## config.mk

```make
export PLATFORM = sky130hd
export DESIGN_NAME = instruction_fetch
export DESIGN_NICKNAME = d
export VERILOG_FILES = /design/src/rtl/mips8_pkg.sv /design/src/rtl/instruction_fetch_ifid.sv /design/src/rtl/instruction_fetch.sv
export SDC_FILE = /design/constraint.sdc
export NUM_CORES = 1
export LEC_CHECK = 0
export CORE_MARGIN = 4
export CORE_UTILIZATION = 47
export DETAILED_ROUTE_END_ITERATION = 10
export PLACE_DENSITY = 0.85
export SLEW_MARGIN = 20
export SYNTH_ARGS = -nofsm -noshare
export SYNTH_HDL_FRONTEND = slang
export SYNTH_SLANG_ARGS = --single-unit
export TNS_END_PERCENT = 100
```

## constraint.sdc

```tcl
create_clock -name clk -period 3.89 [get_ports clk]
set_input_delay 0.5835 -clock clk [delete_from_list [all_inputs] [get_ports clk]]
set_output_delay 0.5835 -clock clk [all_outputs]
set_load 0.005 [all_outputs]
```

## src/rtl/mips8_pkg.sv

```systemverilog
// -----------------------------------------------------------------------------
// mips8_pkg
// Shared types and constants for the 8-bit MIPS core. The instruction ROM,
// the fetch stage and the decode stage all use these definitions.
//   INSTR_W / ADDR_W   : instruction and address widths
//   instr_t / addr_t   : instruction word and byte-free word address
//   fetch_state_e      : fetch FSM states (RUN, HALT)
//   ifid_ctrl_e        : per-edge command to the IF/ID pipeline register
//   HALT_WORD_DEFAULT  : default encoding of the halt instruction
// -----------------------------------------------------------------------------
package mips8_pkg;

    localparam int INSTR_W = 16;
    localparam int ADDR_W  = 8;

    typedef logic [INSTR_W-1:0] instr_t;
    typedef logic [ADDR_W-1:0]  addr_t;

    localparam instr_t HALT_WORD_DEFAULT = 16'h0000;

    typedef enum logic {
        RUN,
        HALT
    } fetch_state_e;

    // HOLD keeps everything, LOAD captures a fetched word, SQUASH inserts a
    // redirect bubble, DROP only clears the valid flag (used while halted).
    typedef enum logic [1:0] {
        IFID_HOLD,
        IFID_LOAD,
        IFID_SQUASH,
        IFID_DROP
    } ifid_ctrl_e;

endpackage

```

## src/rtl/instruction_fetch_ifid.sv

```systemverilog
// -----------------------------------------------------------------------------
// ifid_register
// IF/ID pipeline register: holds the instruction handed to decode, the address
// it came from and its valid flag.
// Ports:
//   clk, reset   : clock, synchronous active-high reset
//   ctrl         : HOLD / LOAD / SQUASH / DROP command for this edge
//   next_instr   : word to capture on LOAD
//   next_pc      : address to capture on LOAD or SQUASH
//   instr        : registered instruction
//   instr_pc     : registered instruction address
//   instr_valid  : instr is a real, non-squashed instruction
// -----------------------------------------------------------------------------
module ifid_register
    import mips8_pkg::*;
(
    input  logic               clk,
    input  logic               reset,
    input  ifid_ctrl_e         ctrl,
    input  logic [INSTR_W-1:0] next_instr,
    input  logic [ADDR_W-1:0]  next_pc,
    output logic [INSTR_W-1:0] instr,
    output logic [ADDR_W-1:0]  instr_pc,
    output logic               instr_valid
);

    // NOTE: clocked state uses non-blocking (<=) assignments so every register
    // samples pre-edge values, independent of statement order.
    always_ff @(posedge clk) begin
        if (reset) begin
            instr       <= '0;
            instr_pc    <= '0;
            instr_valid <= 1'b0;
        end else begin
            case (ctrl)
                IFID_LOAD: begin
                    instr       <= next_instr;
                    instr_pc    <= next_pc;
                    instr_valid <= 1'b1;
                end
                IFID_SQUASH: begin
                    instr       <= '0;
                    instr_pc    <= next_pc;
                    instr_valid <= 1'b0;
                end
                IFID_DROP: begin
                    instr_valid <= 1'b0;
                end
                default: begin
                    // hold
                end
            endcase
        end
    end

endmodule

```

## src/rtl/instruction_fetch.sv

```systemverilog
// -----------------------------------------------------------------------------
// instruction_fetch
// Fetch stage of the 8-bit MIPS core. Owns the PC, drives the combinational
// instruction ROM address and registers the returned word into IF/ID.
// Handles sequential fetch, stall, and branch/jump redirect with a one-cycle
// squash bubble. Priority per edge: reset > redirect > halt > stall > normal.
//
// Build option: define HALT_DETECT_EN to freeze fetch when HALT_WORD is
// fetched (state HALT, halted=1) until reset or redirect. Without it, there is
// no halt behaviour and halted is tied low.
//
// Ports:
//   clk, reset       : clock, synchronous active-high reset
//   stall            : hold PC and IF/ID contents
//   redirect_valid   : branch/jump taken this cycle
//   redirect_target  : new PC on redirect
//   imem_address     : ROM address, combinational copy of pc
//   imem_data        : ROM data, same cycle
//   instr            : registered instruction to decode
//   instr_pc         : address instr was fetched from
//   instr_valid      : instr holds a real, non-squashed instruction
//   halted           : fetch frozen on halt word
//   fetch_count      : instructions delivered with instr_valid=1 (wraps)
// -----------------------------------------------------------------------------
module instruction_fetch
    import mips8_pkg::*;
#(
    parameter addr_t  RESET_PC  = 8'h00,
    parameter instr_t HALT_WORD = HALT_WORD_DEFAULT
) (
    input  logic               clk,
    input  logic               reset,
    input  logic               stall,
    input  logic               redirect_valid,
    input  logic [ADDR_W-1:0]  redirect_target,
    output logic [ADDR_W-1:0]  imem_address,
    input  logic [INSTR_W-1:0] imem_data,
    output logic [INSTR_W-1:0] instr,
    output logic [ADDR_W-1:0]  instr_pc,
    output logic               instr_valid,
    output logic               halted,
    output logic [15:0]        fetch_count
);

    fetch_state_e state_q, state_d;
    addr_t        pc_q, pc_d;
    logic [15:0]  count_q, count_d;
    ifid_ctrl_e   ifid_ctrl;
    addr_t        ifid_pc;

    // NOTE: every output of this block gets a default first, so no path can
    // leave a value unassigned and infer a latch.
    always_comb begin
        state_d   = state_q;
        pc_d      = pc_q;
        count_d   = count_q;
        ifid_ctrl = IFID_HOLD;
        ifid_pc   = pc_q;

        if (redirect_valid) begin
            pc_d      = redirect_target;
            state_d   = RUN;
            ifid_ctrl = IFID_SQUASH;
            ifid_pc   = redirect_target;
        end else if (state_q == HALT) begin
            // Stall is ignored while halted; valid drops every edge.
            ifid_ctrl = IFID_DROP;
        end else if (!stall) begin
            ifid_ctrl = IFID_LOAD;
            count_d   = count_q + 16'd1;
            pc_d      = pc_q + 8'd1;   // wraps FF -> 00
`ifdef HALT_DETECT_EN
            // The halt word is still delivered to decode, but PC parks on it.
            if (imem_data == HALT_WORD) begin
                pc_d    = pc_q;
                state_d = HALT;
            end
`endif
        end
    end

    always_ff @(posedge clk) begin
        if (reset) begin
            state_q <= RUN;
            pc_q    <= RESET_PC;
            count_q <= '0;
        end else begin
            state_q <= state_d;
            pc_q    <= pc_d;
            count_q <= count_d;
        end
    end

    ifid_register u_ifid (
        .clk         (clk),
        .reset       (reset),
        .ctrl        (ifid_ctrl),
        .next_instr  (imem_data),
        .next_pc     (ifid_pc),
        .instr       (instr),
        .instr_pc    (instr_pc),
        .instr_valid (instr_valid)
    );

    assign imem_address = pc_q;
    assign fetch_count  = count_q;

`ifdef HALT_DETECT_EN
    assign halted = (state_q == HALT);
`else
    // Without halt detection the HALT state is unreachable.
    logic unused_halt_word;
    assign unused_halt_word = ^HALT_WORD;
    assign halted = 1'b0;
`endif

endmodule

```

Word-level counts from Yosys, hierarchy flattened
Index checks and enable logic that the tools add are counted.
{"block": "totals", "reg_bits": 49, "inputBits": 28, "out_inout_bits": 50}
{"block": "op_classes", "n_addsub": 2, "eq_ne": 4, "muxes": 7, "bitwise": 2, "n_reduce_logical": 5}
{"cell": "$pmux 16 s2", "n": 1}
{"cell": "$mux 8", "n": 3}
{"cell": "$add 16x1->16 const B", "n": 1}
{"cell": "$add 8x1->8 const B", "n": 1}
{"cell": "$eq 2x2->1 const B", "n": 2}
{"cell": "$reduce_bool 2->1", "n": 2}
{"cell": "$reduce_or 2->1", "n": 2}
{"cell": "$eq 2x1->1 const B", "n": 1}
{"cell": "$mux 2", "n": 1}
{"cell": "$ne 2x1->1 const B", "n": 1}
{"cell": "$not 1->1", "n": 2}
{"cell": "$pmux 1 s2", "n": 1}
{"cell": "$reduce_and 2->1", "n": 1}
{"cell": "$mux 1", "n": 1}

Logic depth before layout (Yosys ltp)
{"block": "depth", "ltp_word": 5, "depth_mapped": 6, "ltp_nobuf": 5}

Modules after synthesis
Synthesis repeated with hierarchy kept, for this count alone.
{"block": "hier_totals", "hier_cells": 255, "hier_area_um2": 2302.2}
{"mod": "instruction_fetch", "instances": 1, "cells_each": 150, "area_each_um2": 1272.5}
{"mod": "ifid_register", "instances": 1, "cells_each": 105, "area_each_um2": 1029.7}

Least setup slack after synthesis
No wires, ideal clock.
{"block": "synth_path", "path_kind": "input port to flip-flop", "start": "input port redirect_valid", "end": "register count_q[15], in the netlist fetch_count[15]", "t_arrival_ns": 2.154, "required_time_ns": 3.819, "path_slack_ns": 1.666, "path_stages": 6, "path_cell_list": "buf_6 -> or3b_1 -> or4_1 -> buf_2 -> or4_1 -> a21oi_1"}
{"block": "synth_between", "elab_chain_cells": 2}
{"item": "start, declared", "line": "instruction_fetch.sv:34", "text": "input logic redirect_valid,"}
{"item": "$not 1->1 (no source line)"}
{"item": "$reduce_and 2->1 (no source line)"}
{"item": "end signal, assigned", "line": "instruction_fetch.sv:90", "text": "count_q <= count_d;"}
{"item": "end, declared", "line": "instruction_fetch.sv:47", "text": "logic [15:0] count_q, count_d;"}
Every way passes these cells.
A chain may end at the register's enable or synchronous reset.

Worst setup path in the final report
{"block": "layout_path", "start": "input port stall", "end": "register count_q[15], in the netlist fetch_count[15]"}
{"block": "layout_between", "elab_chain_cells": 2}
{"item": "start, declared", "line": "instruction_fetch.sv:33", "text": "input logic stall,"}
{"item": "$not 1->1 (no source line)"}
{"item": "$reduce_and 2->1 (no source line)"}
Every way passes these cells.

==> results.md <==
- In the finished design, the share of the clock period the worst path needs comes to 0.6104.
- The width of the die is around 75 µm.
- The clock period could shrink to 2.374 ns.
- The combined area of all synthesized cells is 2090 µm².
- The reg-to-reg critical path endpoint is fetch_count[15].
- In this run, distinct cell masters in the synthesized netlist total 37.
- The H-tree level count is 2.
- The peak fanout along the critical path is 40.
- At the end of the flow, the number of nets in the layout was 327.
- The count of hold buffers inserted by post-cts repair is 0.
- The arrival time reported for the critical path endpoint is 2.60 ns.
- The worst register-to-register path begins at fetch_count[3].
- The area of the placeable core is 4144 µm².
- The async set-reset flop share out of synthesis is 0.
- Max-cap violations in this run came to 0.
- The die is between 70 and 80 µm tall.
- In the post-synthesis netlist, the cell with the most instances is dfxtp_1.
- The max-slew violation count was 0.
- Entering global routing, the biggest net connects 41 pins.
- The first-pass GRT wire length is 7.576 mm.
- The share of the Yosys chip area taken by registers is 0.4695.
- The final total negative setup slack is 0 ns.
- 78 I/O pins were placed.
- The wire-length estimate of the detail-placed layout is 3.391 mm.
- The number of vias in the routed layout is 1748.
- By area the synthesized netlist is led by dfxtp_1 47%, mux2i_1 8.6%, nor2_1 6.1%.
- The run finished with clean final reports.
- The setup check on the worst reg-to-reg path leaves a slack of between 1.5 and 2 ns.
- The dominant cell type by area after synthesis is dfxtp_1.
- The worst hold-check path type is flip-flop to flip-flop.
- The initial core utilization is 0.5042.
- The total global routing track utilization is 0.1752.
- Setup repair after global routing left no endpoint under its margin.
- The critical path ends at fetch_count[15].
- Among all flip-flop cells after synthesis, the most frequent one is dfxtp_1.
- The CTS buffer count is 5.
- The final hold violation count came to 0.
- The final routed wire length divided by cell count is 13.20 µm.
- At the end of the flow the core is filled with cells to 0.7077.
- The transition at the pin with the smallest max-transition slack is ~0.88 ns.
- The die covers 5576 µm².
- The final layout contains routed wiring with a total length of 4.593 mm.
- The clock tree from TritonCTS is built.
- The number of global-route vias before repair is 1698.
- The first detailed-routing pass took 4 iterations.
- Setup violations remaining at the end of the flow were counted as 0.
- The post-synth net total is 257.
- The total leakage power is about 1.1 nW.
- The diode insertion count for antenna repair is 0.
- The synthesized area divided by synthesized cell count is 9.205 µm².
- Compared with the post-synthesis result, the final layout area differs by 40.36%.
- The area share of the largest cell type after synthesis is 0.4695.
- The power per cell area is 325.1 nW/µm².
- The number of enable-type register cells in the synthesized netlist is 0.
- The worst register-to-register path has a depth of 4.
- The count of port buffers added during placement is 76.
- The clock-pin slew of the registers on the worst-case setup and hold paths is 0.08 ns.
- The number of warnings reported in the yosys synthesis log is 0.
- In this run, synthesis produced a sequential element count of 49.
- The number of cells after detailed placement is 340.
- The setup skew after layout is 0.002763 ns.
- The fraction of layout cells with a size suffix above 1 is 0.05369.
- The non-filler instance count after layout is 348.
- STA puts the critical path data required time at 4.11 ns.
- After the first detailed-routing iteration, the DRC count stood at 53.
- IR analysis of the VDD net gives a maximum drop of approximately 0.21 mV.
- The number of antenna violations at the first check in global routing is 0.
- The maximum number of buffers from clock root to sink is 2.
- The footprint of the multi-input gates is roughly 1000 µm².
- After clock tree synthesis, the repair step resized 0 gates.
- The filler cells instantiated in the layout total between 300 and 400.
- The maximum frequency from static timing analysis is about 420 MHz.
- The category of the worst setup path launch point is an input port.
- The sequential cells in the finished layout cover a total of slightly below 1000 µm².
- For this run, design rule violations remaining after detail routing come to 0.
- The clock network latency to the later pin of the worst-skew pair is 0.29 ns.
- The type of destination of the critical path is a flip-flop.
- The number of clock sinks is a little under 50.
- The library cell used as clock root buffer is clkbuf_8.
- The classification of the worst setup path is input port to flip-flop.
- Dividing the detail-routed via count by the number of cells gives 5.023.
- The initialized floorplan defines 23 standard-cell rows.
- Hold timing on the final database bottoms out at a slack of 0.4574 ns.
- Once the clock tree was built, the setup fixing pass inserted 0 buffers.
- By count the netlist is led by 49 x dfxtp_1, 34 x nor2_1, 18 x mux2i_1.
- The sum of overflow across all layers after global routing is 0.
- The remaining antenna violation count is 0.
- The critical path startpoint is stall.
- In this run the tightest slew margin relative to its limit is 0.4103.
- Counting every instance in the synthesized netlist gives 227.
- Routability-driven placement finished with a final weighted congestion of 0.7707.
## power breakdown
group / switching, mW / internal, mW
sequential: 0.0149 / 0.520
clock: 0.154 / 0.128
combinational: 0.0512 / 0.0848
## through the flow
| stage | power, mW | cell area, µm² | setup slack [ns] |
|---|---|---|---|
| final | 0.9533 | 2933 | 1.516 |
| after global placement | 0.6824 | 2853 | 1.226 |
| after floorplan | 0.6097 | 2090 | 1.666 |
| after detailed placement | 0.6844 | 2853 | 1.222 |
| after CTS | 0.9672 | 2933 | 1.531 |
| after global routing | 1.008 | 2933 | 1.417 |
## per-layer routing
metal,track usage,share of wire,vias to the layer above
met5,0,0,-
met4,0.04743,0.0087,0
met3,0.06542,0.068,4
met2,0.2898,0.48,46
met1,0.2157,0.44,787
li1,-,-,911
## cells in the final DEF, fill, tap and decap left out, drive strengths merged, types with 2 or more instances in the layout
| master | instances |
|---|---|
| clkdlybuf4s50 | 75 |
| dfxtp | 49 |
| nor2 | 34 |
| mux2i | 18 |
| a21oi | 14 |
| o21a | 10 |
| xnor2 | 10 |
| nand2 | 10 |
| inv | 8 |
| clkbuf | 8 |
| nor3 | 7 |
| mux2 | 6 |
| xor2 | 6 |
| nor2b | 5 |
| nand3 | 5 |
| nor4 | 5 |
| nand4 | 4 |
| o21ai | 3 |
| buf | 3 |
| or4 | 2 |
| or3 | 2 |
| ha | 2 |
## sequential cells by signal, summed over array words and instances, names as in the netlist
register / flops
fetch_count: 16
u_ifid.instr: 16
imem_address: 8
u_ifid.instr_pc: 8
u_ifid.instr_valid: 1
## worst max-delay path: stages
cell,delay [ns]
buf_2,0.38
or3b_1,0.46
or4_1,0.52
or4_1,0.50
a21oi_1,0.15
## worst min path at each step
stage,cells past startpoint,slack (ns),to,from
after floorplan,2,0.44,u_ifid.instr_valid,u_ifid.instr_valid
after global placement,2,0.43,u_ifid.instr_valid,u_ifid.instr_valid
after detailed placement,2,0.45,u_ifid.instr_valid,u_ifid.instr_valid
after CTS,2,0.46,u_ifid.instr_valid,u_ifid.instr_valid
after global routing,2,0.50,u_ifid.instr_valid,u_ifid.instr_valid
final,2,0.46,u_ifid.instr_valid,u_ifid.instr_valid
## cell type report
cell class	count	share of cell area
multi-input combinational	155	0.3439
sequential	49	0.3345
timing repair buffer	78	0.2628
clock buffer	8	0.02730
tap	50	0.02133
inverter	8	0.01024
## kinds of logic (layout without fill, tap and decap cells)
group | after synthesis | count (layout) | synth area share
buffers and inverters | 23 | 94 | 0.04791
adder cells (fa/ha/maj) | 2 | 2 | 0.01197
AO/OA/AOI/OAI | 33 | 33 | 0.1000
AND/OR/NAND/NOR | 79 | 79 | 0.1832
other | 1 | 1 | 0.001795
flip-flops | 49 | 49 | 0.4695
XOR/XNOR | 16 | 16 | 0.06706
multiplexers | 24 | 24 | 0.1186
(Power assumes the default switching activity.)
